**src/rtl/mouse_pkg.sv**
```systemverilog
// Shared types and constants for the PS/2 mouse position tracker.
//   state_e     : packet-processing FSM states
//   STAT_*      : bit positions inside the PS/2 status byte
//   Z_WIDTH     : wheel accumulator width
//   sat_add_z   : saturating two's-complement add for the wheel accumulator
package mouse_pkg;

    typedef enum logic [1:0] {
        ST_IDLE    = 2'd0,
        ST_CALC    = 2'd1,
        ST_CLAMP   = 2'd2,
        ST_PUBLISH = 2'd3
    } state_e;

    localparam int unsigned STAT_BTN_L = 0;
    localparam int unsigned STAT_BTN_R = 1;
    localparam int unsigned STAT_BTN_M = 2;
    localparam int unsigned STAT_SYNC  = 3;
    localparam int unsigned STAT_XSIGN = 4;
    localparam int unsigned STAT_YSIGN = 5;
    localparam int unsigned STAT_XOVF  = 6;
    localparam int unsigned STAT_YOVF  = 7;

    localparam int unsigned Z_WIDTH = 8;

    // Overflow shows up as disagreement between the two top bits of the widened sum.
    function automatic logic [Z_WIDTH-1:0] sat_add_z(input logic [Z_WIDTH-1:0] acc,
                                                     input logic [Z_WIDTH-1:0] delta);
        logic signed [Z_WIDTH:0] sum;
        sum = (Z_WIDTH+1)'(signed'(acc)) + (Z_WIDTH+1)'(signed'(delta));
        if (sum[Z_WIDTH] != sum[Z_WIDTH-1]) begin
            sat_add_z = sum[Z_WIDTH] ? {1'b1, {(Z_WIDTH-1){1'b0}}} : {1'b0, {(Z_WIDTH-1){1'b1}}};
        end else begin
            sat_add_z = sum[Z_WIDTH-1:0];
        end
    endfunction

endpackage

```
**src/rtl/mouse_axis_accum.sv**
```systemverilog
// One movement axis: sign-extends a 9-bit PS/2 delta, adds it to (or subtracts
// it from) the current position, then clamps into 0..LIMIT-1.
//   CLK, RESET  : clock, async active-high reset
//   calc_en_i   : register the unclamped sum
//   clamp_en_i  : register the clamped result
//   pos_i       : current absolute position
//   mag_i       : low 8 bits of the delta
//   sign_i      : delta sign bit (9th bit)
//   ovf_i       : overflow flag; forces the delta to zero
//   pos_o       : clamped candidate position
module mouse_axis_accum #(
    parameter int unsigned POS_WIDTH = 8,
    parameter int unsigned LIMIT     = 160,
    parameter bit          SUBTRACT  = 1'b0
) (
    input  logic                 CLK,
    input  logic                 RESET,
    input  logic                 calc_en_i,
    input  logic                 clamp_en_i,
    input  logic [POS_WIDTH-1:0] pos_i,
    input  logic [7:0]           mag_i,
    input  logic                 sign_i,
    input  logic                 ovf_i,
    output logic [POS_WIDTH-1:0] pos_o
);

    // Two extra bits cover the full -256..(2^POS_WIDTH-1)+255 range of the sum.
    localparam int unsigned SW = POS_WIDTH + 2;
    localparam logic signed [SW-1:0] MAX_S = SW'(LIMIT - 1);

    logic signed [8:0]    delta9;
    logic signed [SW-1:0] delta_ext;
    logic signed [SW-1:0] pos_ext;
    logic signed [SW-1:0] sum_d;
    logic signed [SW-1:0] sum_q;
    logic [POS_WIDTH-1:0] clamp_d;
    logic [POS_WIDTH-1:0] clamp_q;

    // Unclamped new position
    always_comb begin
        delta9    = ovf_i ? 9'sd0 : signed'({sign_i, mag_i});
        delta_ext = SW'(delta9);
        pos_ext   = signed'(SW'(pos_i));
        sum_d     = SUBTRACT ? (pos_ext - delta_ext) : (pos_ext + delta_ext);
    end

    // Clamp into the legal window
    always_comb begin
        clamp_d = sum_q[POS_WIDTH-1:0];
        if (sum_q[SW-1]) begin
            clamp_d = '0;
        end else if (sum_q > MAX_S) begin
            clamp_d = POS_WIDTH'(LIMIT - 1);
        end
    end

    always_ff @(posedge CLK or posedge RESET) begin
        if (RESET) begin
            sum_q   <= '0;
            clamp_q <= '0;
        end else begin
            if (calc_en_i) begin
                sum_q <= sum_d;
            end
            if (clamp_en_i) begin
                clamp_q <= clamp_d;
            end
        end
    end

    assign pos_o = clamp_q;

endmodule

```
**src/rtl/mouse_position_tracker.sv**
```systemverilog
// Converts decoded PS/2 mouse packets into a clamped absolute screen position.
// Optional wheel accumulation is enabled by defining MOUSE_POS_WHEEL_EN.
//   CLK, RESET   : clock, async active-high reset
//   PKT_VALID    : strobe, packet bytes valid
//   STATUS_BYTE  : buttons, sync bit, sign and overflow flags
//   DX/DY/DZ_BYTE: movement bytes
//   RECENTER     : abort in-flight packet and return to the start position
//   CLR_FLAGS    : clear sticky OVERRUN / SYNC_ERR
//   POS_X/POS_Y  : absolute position (Y: 0 = top)
//   POS_Z        : wheel accumulator (0 when wheel support is compiled out)
//   BUTTONS      : {M,R,L} of the last accepted packet
//   POS_VALID    : one-cycle pulse when outputs update
//   BUSY         : packet in flight
//   OVERRUN      : sticky, packet arrived while BUSY
//   SYNC_ERR     : sticky, packet rejected for a clear sync bit
module mouse_position_tracker
    import mouse_pkg::*;
#(
    parameter int unsigned POS_WIDTH = 8,
    parameter int unsigned LIMIT_X   = 160,
    parameter int unsigned LIMIT_Y   = 120,
    parameter int unsigned START_X   = 80,
    parameter int unsigned START_Y   = 60
) (
    input  logic                 CLK,
    input  logic                 RESET,
    input  logic                 PKT_VALID,
    input  logic [7:0]           STATUS_BYTE,
    input  logic [7:0]           DX_BYTE,
    input  logic [7:0]           DY_BYTE,
    input  logic [7:0]           DZ_BYTE,
    input  logic                 RECENTER,
    input  logic                 CLR_FLAGS,
    output logic [POS_WIDTH-1:0] POS_X,
    output logic [POS_WIDTH-1:0] POS_Y,
    output logic [Z_WIDTH-1:0]   POS_Z,
    output logic [2:0]           BUTTONS,
    output logic                 POS_VALID,
    output logic                 BUSY,
    output logic                 OVERRUN,
    output logic                 SYNC_ERR
);

    // Parameter legality
    if (POS_WIDTH < 8 || POS_WIDTH > 30) begin : g_bad_width
        $error("POS_WIDTH must be in 8..30");
    end
    if (LIMIT_X == 0 || LIMIT_X > (1 << POS_WIDTH)) begin : g_bad_limit_x
        $error("LIMIT_X out of range for POS_WIDTH");
    end
    if (LIMIT_Y == 0 || LIMIT_Y > (1 << POS_WIDTH)) begin : g_bad_limit_y
        $error("LIMIT_Y out of range for POS_WIDTH");
    end
    if (START_X >= LIMIT_X) begin : g_bad_start_x
        $error("START_X must be below LIMIT_X");
    end
    if (START_Y >= LIMIT_Y) begin : g_bad_start_y
        $error("START_Y must be below LIMIT_Y");
    end

    state_e state_q;
    state_e state_d;

    logic busy_c;
    logic accept_c;
    logic sync_bad_c;
    logic overrun_set_c;
    logic calc_en_c;
    logic clamp_en_c;
    logic publish_c;

    logic [2:0]           btn_q;
    logic                 xsign_q;
    logic                 ysign_q;
    logic                 xovf_q;
    logic                 yovf_q;
    logic [7:0]           dx_q;
    logic [7:0]           dy_q;
    logic [POS_WIDTH-1:0] axis_x;
    logic [POS_WIDTH-1:0] axis_y;

    logic [POS_WIDTH-1:0] pos_x_q;
    logic [POS_WIDTH-1:0] pos_y_q;
    logic [Z_WIDTH-1:0]   pos_z_q;
    logic [2:0]           buttons_q;
    logic                 pos_valid_q;
    logic                 overrun_q;
    logic                 overrun_d;
    logic                 sync_err_q;
    logic                 sync_err_d;

    // State register
    always_ff @(posedge CLK or posedge RESET) begin
        if (RESET) begin
            state_q <= ST_IDLE;
        end else begin
            state_q <= state_d;
        end
    end

    // Next state; RECENTER aborts from anywhere
    always_comb begin
        state_d = state_q;
        if (RECENTER) begin
            state_d = ST_IDLE;
        end else begin
            unique case (state_q)
                ST_IDLE:    if (PKT_VALID && STATUS_BYTE[STAT_SYNC]) state_d = ST_CALC;
                ST_CALC:    state_d = ST_CLAMP;
                ST_CLAMP:   state_d = ST_PUBLISH;
                ST_PUBLISH: state_d = ST_IDLE;
                default:    state_d = ST_IDLE;
            endcase
        end
    end

    // FSM decodes
    always_comb begin
        busy_c        = (state_q != ST_IDLE);
        accept_c      = 1'b0;
        sync_bad_c    = 1'b0;
        overrun_set_c = 1'b0;
        calc_en_c     = 1'b0;
        clamp_en_c    = 1'b0;
        publish_c     = 1'b0;
        if (!RECENTER) begin
            accept_c      = !busy_c && PKT_VALID && STATUS_BYTE[STAT_SYNC];
            sync_bad_c    = !busy_c && PKT_VALID && !STATUS_BYTE[STAT_SYNC];
            overrun_set_c = busy_c && PKT_VALID;
            calc_en_c     = (state_q == ST_CALC);
            clamp_en_c    = (state_q == ST_CLAMP);
            publish_c     = (state_q == ST_PUBLISH);
        end
    end

    // Sticky flags; a same-cycle set beats CLR_FLAGS
    always_comb begin
        overrun_d  = overrun_q;
        sync_err_d = sync_err_q;
        if (CLR_FLAGS) begin
            overrun_d  = 1'b0;
            sync_err_d = 1'b0;
        end
        if (overrun_set_c) begin
            overrun_d = 1'b1;
        end
        if (sync_bad_c) begin
            sync_err_d = 1'b1;
        end
    end

    // Packet capture
    always_ff @(posedge CLK or posedge RESET) begin
        if (RESET) begin
            btn_q   <= '0;
            xsign_q <= 1'b0;
            ysign_q <= 1'b0;
            xovf_q  <= 1'b0;
            yovf_q  <= 1'b0;
            dx_q    <= '0;
            dy_q    <= '0;
        end else if (accept_c) begin
            btn_q   <= {STATUS_BYTE[STAT_BTN_M], STATUS_BYTE[STAT_BTN_R], STATUS_BYTE[STAT_BTN_L]};
            xsign_q <= STATUS_BYTE[STAT_XSIGN];
            ysign_q <= STATUS_BYTE[STAT_YSIGN];
            xovf_q  <= STATUS_BYTE[STAT_XOVF];
            yovf_q  <= STATUS_BYTE[STAT_YOVF];
            dx_q    <= DX_BYTE;
            dy_q    <= DY_BYTE;
        end
    end

    mouse_axis_accum #(
        .POS_WIDTH (POS_WIDTH),
        .LIMIT     (LIMIT_X),
        .SUBTRACT  (1'b0)
    ) u_axis_x (
        .CLK        (CLK),
        .RESET      (RESET),
        .calc_en_i  (calc_en_c),
        .clamp_en_i (clamp_en_c),
        .pos_i      (pos_x_q),
        .mag_i      (dx_q),
        .sign_i     (xsign_q),
        .ovf_i      (xovf_q),
        .pos_o      (axis_x)
    );

    // PS/2 Y is positive-up, the screen is positive-down
    mouse_axis_accum #(
        .POS_WIDTH (POS_WIDTH),
        .LIMIT     (LIMIT_Y),
        .SUBTRACT  (1'b1)
    ) u_axis_y (
        .CLK        (CLK),
        .RESET      (RESET),
        .calc_en_i  (calc_en_c),
        .clamp_en_i (clamp_en_c),
        .pos_i      (pos_y_q),
        .mag_i      (dy_q),
        .sign_i     (ysign_q),
        .ovf_i      (yovf_q),
        .pos_o      (axis_y)
    );

`ifdef MOUSE_POS_WHEEL_EN
    logic [7:0] dz_q;

    always_ff @(posedge CLK or posedge RESET) begin
        if (RESET) begin
            dz_q <= '0;
        end else if (accept_c) begin
            dz_q <= DZ_BYTE;
        end
    end
`else
    logic unused_dz;
    assign unused_dz = ^DZ_BYTE;
`endif

    // Published outputs and flags
    always_ff @(posedge CLK or posedge RESET) begin
        if (RESET) begin
            pos_x_q     <= POS_WIDTH'(START_X);
            pos_y_q     <= POS_WIDTH'(START_Y);
            pos_z_q     <= '0;
            buttons_q   <= '0;
            pos_valid_q <= 1'b0;
            overrun_q   <= 1'b0;
            sync_err_q  <= 1'b0;
        end else begin
            pos_valid_q <= publish_c;
            overrun_q   <= overrun_d;
            sync_err_q  <= sync_err_d;
            if (RECENTER) begin
                pos_x_q <= POS_WIDTH'(START_X);
                pos_y_q <= POS_WIDTH'(START_Y);
                pos_z_q <= '0;
            end else if (publish_c) begin
                pos_x_q   <= axis_x;
                pos_y_q   <= axis_y;
                buttons_q <= btn_q;
`ifdef MOUSE_POS_WHEEL_EN
                pos_z_q   <= sat_add_z(pos_z_q, dz_q);
`endif
            end
        end
    end

    assign POS_X     = pos_x_q;
    assign POS_Y     = pos_y_q;
    assign POS_Z     = pos_z_q;
    assign BUTTONS   = buttons_q;
    assign POS_VALID = pos_valid_q;
    assign BUSY      = busy_c;
    assign OVERRUN   = overrun_q;
    assign SYNC_ERR  = sync_err_q;

endmodule

```
**config.mk**
```make
export PLATFORM = sky130hd
export DESIGN_NAME = mouse_position_tracker
export DESIGN_NICKNAME = d
export VERILOG_FILES = /design/src/rtl/mouse_pkg.sv /design/src/rtl/mouse_axis_accum.sv /design/src/rtl/mouse_position_tracker.sv
export SDC_FILE = /design/constraint.sdc
export NUM_CORES = 1
export LEC_CHECK = 0
export BUFFER_PORTS_ARGS = -buffer_cell sky130_fd_sc_hd__clkbuf_2
export CAP_MARGIN = 20
export CORE_ASPECT_RATIO = 0.8
export CORE_MARGIN = 10
export CORE_UTILIZATION = 61
export DETAILED_ROUTE_END_ITERATION = 6
export PLACE_DENSITY = 0.91
export SKIP_CTS_REPAIR_TIMING = 1
export SLEW_MARGIN = 20
export SYNTH_ARGS = -nofsm -noshare
export SYNTH_HDL_FRONTEND = slang
export SYNTH_SLANG_ARGS = --single-unit
```
**constraint.sdc**
```tcl
create_clock -name CLK -period 5.8 [get_ports CLK]
set_clock_uncertainty 0.1 [all_clocks]
set_input_delay 0.87 -clock CLK [delete_from_list [all_inputs] [get_ports CLK]]
set_output_delay 0.87 -clock CLK [all_outputs]
set_load 0.05 [all_outputs]
```
* Word level (Yosys, flattened, before mapping)
Cells that the tools add are included.
Cells by class: add/sub/neg operators 2, order comparisons 2, eq/ne operators 4, muxes and demuxes 22, bitwise gates (word level) 1, reduce and logical (&&, ||, !) cells 13
Operators with widths (count):
- 8-bit two-way mux | 8
- 9-bit two-way mux | 2
- 9-bit by 9-bit adder with 10-bit output | 1
- 10-bit by 8-bit > comparator with 1-bit output, second input constant | 1
- 10-bit by 9-bit > comparator with 1-bit output, second input constant | 1
- 9-bit by 9-bit subtractor with 10-bit output | 1
- 1-bit two-way mux | 9
- 2-bit one-hot mux with 4 select lines | 1
- 2-bit nonzero test | 4
- 1-bit logical AND | 5
- 2-bit equality test, second input constant | 2
- 2-bit two-way mux | 2
- 3-bit inequality test, second input constant | 1
- 2-bit by 1-bit equality test with 1-bit output, second input constant | 1
- 1-bit logical NOT | 2
- 2-bit logical NOT | 1
- 2-bit AND reduction | 1
- 1-bit NOT | 1
Word-level totals: register bits after elaboration 83, input port bits 37, output and inout bits 31, logic and storage cells 62

* Depth between registers and ports, before layout
depth after elaboration 6, mapped depth 9, gate-level depth less buffers 9

* Cells and area by module
A second synthesis with hierarchy kept.
Second synthesis, totals: cell total of the unflattened synthesis 376, area, all modules 4336.7 um^2
By module, submodules not included:
- mouse_position_tracker | instances 1, cells each 145, area an instance 2084.5 um^2, sequential area each 1183.6 um^2
- mouse_axis_accum (u_axis_x) | instances 1, cells each 117, area an instance 1134.8 um^2, sequential area each 450.4 um^2
- mouse_axis_accum (u_axis_y) | instances 1, cells each 114, area an instance 1117.3 um^2, sequential area each 450.4 um^2

* Worst setup path after synthesis
OpenSTA, ideal clock, no wires.
kind register to register, start register pos_y_q[0] (netlist: POS_Y[0]), end register u_axis_y.sum_q[8], library setup time 128 ps, arrival 1987 ps, required time 5572 ps, path slack 3585 ps, cell stages (with the launch flop) 10, path buffers 0, clock period less this slack 2215 ps, path through dfrtp_1 > inv_1 > ha_1 > inv_1 > fa_1 > a211oi_1 > o21bai_1 > o22ai_1 > xnor2_1 > o21ai_0
Between the ends: cells in the longest elaborated chain, start to end 1
RTL lines:
- start, declared | RTL line mouse_position_tracker.sv:83 | logic [POS_WIDTH-1:0] pos_y_q;
- start signal, assigned | RTL line mouse_position_tracker.sv:225 | pos_y_q <= POS_WIDTH'(START_Y);
- start signal, assigned | RTL line mouse_position_tracker.sv:237 | pos_y_q <= POS_WIDTH'(START_Y);
- start signal, assigned | RTL line mouse_position_tracker.sv:241 | pos_y_q <= axis_y;
- 9-bit by 9-bit subtractor with 10-bit output | RTL line mouse_axis_accum.sv:44 | sum_d = SUBTRACT ? (pos_ext - delta_ext) : (pos_ext + delta_ext);
- end signal, assigned | RTL line mouse_axis_accum.sv:63 | sum_q <= sum_d;
- end, declared | RTL line mouse_axis_accum.sv:35 | logic signed [SW-1:0] sum_q;
Every way passes these cells. A chain may end at the register's enable or synchronous reset.

* Worst setup path after layout
start input RECENTER, end register u_axis_x.clamp_q[7] (netlist: u_axis_x.pos_o[7])
Between the ends: cells in the longest elaborated chain, start to end 1
RTL lines:
- start, declared | RTL line mouse_position_tracker.sv:32 | input logic RECENTER,
- 1-bit two-way mux | RTL line mouse_position_tracker.sv:126 | if (!RECENTER) begin
- end signal, assigned | RTL line mouse_axis_accum.sv:66 | clamp_q <= clamp_d;
- end, declared | RTL line mouse_axis_accum.sv:37 | logic [POS_WIDTH-1:0] clamp_q;
Every way passes these cells.

==> flow_summary_export.csv <==
group,metric,value,unit
synthesis,syn_area,0.00418,mm^2
grt,antenna_found_initial,0,
cts,cts_tree,"built",
grt,gr-total-overflow,0,
synthesis,ys_seq_elements,83,
synthesis,synth_ff_type,"dfrtp_1",
worst_setup_path,path_max_fanout,31,
cts,tritoncts.num_buffers,9,
sta,min_period_over_period,0.465,
cts,clk_pin_slew,0.08,ns
synthesis,syn_area_per_cell,11.0,um^2
floorplanning,initial_core_util,0.642,
sta,fin_tns_setup,0,ns
worst_setup_path,cp-start-kind,"primary input",
floorplanning,core,0.00651,mm^2
run_status,status,"completed",
grt,grt_max_degree,84,
synthesis,muxShareOfSynthArea,0.116,
routing,via_per_inst,5.62,
sta,report.final.slew_viol_count,0,
pwr,power_switching,0.933,mW
cts,clkLatencyLatePin,0.35,ns
synthesis,synth.area.top_cells,"dfrtp_1 46%, mux2_2 7.5%, ha_1 6.0%, mux2i_1 4.1%, nand2_1 4.0%",
synthesis,synth_edf_count,0,
synthesis,synth-compound-area-share,0.124,
pwr,peakVddDrop,0.311,mV
placement,post_dp_cell_area,0.00444,mm^2
layout,nets,488,
synthesis,yosys.cell_types.count,47,
layout,final_area,0.00464,mm^2
worst_setup_path,reg2reg_slack,3.25,ns
synthesis,synthAdderAreaFrac,0.0695,
pwr,pwr-share-clk,0.173,
floorplanning,die_height,94.0,um
routing,ant_nets,0,
placement,port_buffers,51,
grt,grt_pass1_vias,2967,
routing,wl_per_cell,17.0,um
synthesis,synth-simple-area-share,0.126,
sta,holdWs,0.383,ns
grt,gr-usage-all-layers,0.171,
synthesis,synth_warnings,0,
synthesis,synth_top_family_by_area,"simple AND/OR/NAND/NOR gates",
floorplanning,fp.dieW,113,um
synthesis,ys_seq_area_frac,0.499,
worst_setup_path,crit_arrival,2.84,ns
routing,vias,2909,
synthesis,yosys.area.top_type,"dfrtp_1",
worst_setup_path,end_kind,"register",
sta,tightest_slew,1.05,ns
flow_run,drv_cap,0,
pwr,p_comb_frac,0.421,
floorplanning,rows,26,
pwr,p_int,1.42,mW
worst_hold_path,hold_path_class,"register to register",
synthesis,synth_common_cells,"77 x dfrtp_1, 44 x nand2_1, 28 x mux2_2, 28 x nor2_1",
pwr,power_density,508,mW/mm^2
layout,syn_to_final_growth,11.1,%
synthesis,synth_top_area_frac,0.461,
worst_setup_path,critical_path_class,"primary input to register",
synthesis,synthArstFlopShare,1.00,
sta,fmax,371,MHz
routing,drt_iter0_markers,190,
routing,first_pass_iters,5,
sta,setup_viol,0,
worst_setup_path,ff2ff_path_depth,9,
worst_hold_path,hold_path_depth,2,
grt,grt_pass1_wl,14.8,mm
floorplanning,ios,68,
pwr,pwr-share-seq,0.406,
layout,drive_above_1_share,0.251,
sta,hold_viol,0,
synthesis,synth_most_common_cell,"dfrtp_1",
cts,clock-sinks,83,
sta,min_period,2.69,ns
placement,dpl.hpwl,6.42,mm
synthesis,synth_xor_xnor_area_share,0.0210,
sta,max_slew_margin,0.299,
cts,clock_path_buffers,2,
layout,antenna_cells,0,
sta,rsz0062_at_grt,"no",
routing,remaining_drc_errors,0,
pwr,switching_share,0.396,
worst_setup_path,required,5.94,ns
floorplanning,dieArea,0.0106,mm^2
cts,cts_root_buf,"clkbuf_8",
routing,wl,8.79,mm
cts,htree_levels,3,
placement,gp_congestion,0.906,
pwr,p_leak,2.17,nW
synthesis,syn_inst,381,
layer usage:
metal  vias up  track usage  part of all wire
met3        16       0.0524             0.069
met2        95        0.271              0.47
met4         0       0.0591             0.022
met1      1401        0.219              0.44
met5         -            0                 0
li1       1397            -                 -
kinds of logic after synthesis:
kind of cell    count (synthesis)
compound gates                 72
xor+xnor                       10
fa+ha+maj                      22
buf+inv                        36
flops                          83
mux                            45
other cells                     1
simple gates                  112
critical path: stages:
cell	delay, ns
clkbuf_2	0.33
clkinv_1	0.43
nand2_1	0.86
nand2_1	0.19
o31ai_1	0.12
final timing paths:
kind / start / end
max: RECENTER / u_axis_x.pos_o[7]
max reg2reg: yovf_q / u_axis_y.sum_q[8]
min in group asynchronous: RESET / POS_Y[0]
max in group asynchronous: RESET / u_axis_y.pos_o[6]
min reg2reg: u_axis_x.pos_o[2] / u_axis_x.pos_o[2]
min: u_axis_x.pos_o[2] / u_axis_x.pos_o[2]
placed cells by master (no fill, tap or decap), types with 13 or more instances in the layout:
cell	netlist	final
clkbuf_2	0	51
dfrtp_1	77	77
ha_1	20	20
mux2_2	28	28
mux2i_1	17	17
nand2_1	44	44
nand2b_1	13	13
nor2_1	28	28
o21ai_0	20	20
o31ai_1	14	14
state kept, by name, summed over array words and instances, names as in the netlist, 3 cells and up:
signal          cells
BUTTONS             3
POS_X               8
POS_Y               8
btn_q               3
dx_q                8
dy_q                8
u_axis_x.pos_o      8
u_axis_x.sum_q     10
u_axis_y.pos_o      8
u_axis_y.sum_q     10
stage by stage:
step | total power [mW] | utilization | instances | worst slack [ns]
floorplan | 1.73 | - | 388 | 2.70
global placement | 1.88 | 0.683 | 502 | 2.91
detailed placement | 1.95 | 0.683 | 502 | 2.80
CTS | 2.36 | 0.713 | 518 | 3.13
global route | 2.53 | 0.713 | 518 | 2.98
finish | 2.36 | 0.713 | 518 | 3.11
power groups by stage:
stage	logic, mW	clock network (mW)	registers (mW)
4_1_cts	0.996	0.415	0.954
2_1_floorplan	0.751	0	0.980
3_5_place_dp	0.984	0	0.964
5_1_grt	1.11	0.444	0.984
6_report	0.993	0.409	0.956
3_3_place_gp	0.936	0	0.944
final cells by class:
type                            instances  area, um^2
Clock buffer                           12         145
Multi-Input combinational cell        269        1940
Clock inverter                          4        50.0
Tap cell                               84         105
Fill cell                             453        1860
Timing Repair Buffer                   52         267
Inverter                               14        53.8
Sequential cell                        83        2080
Power figures use the tool's default switching activity.
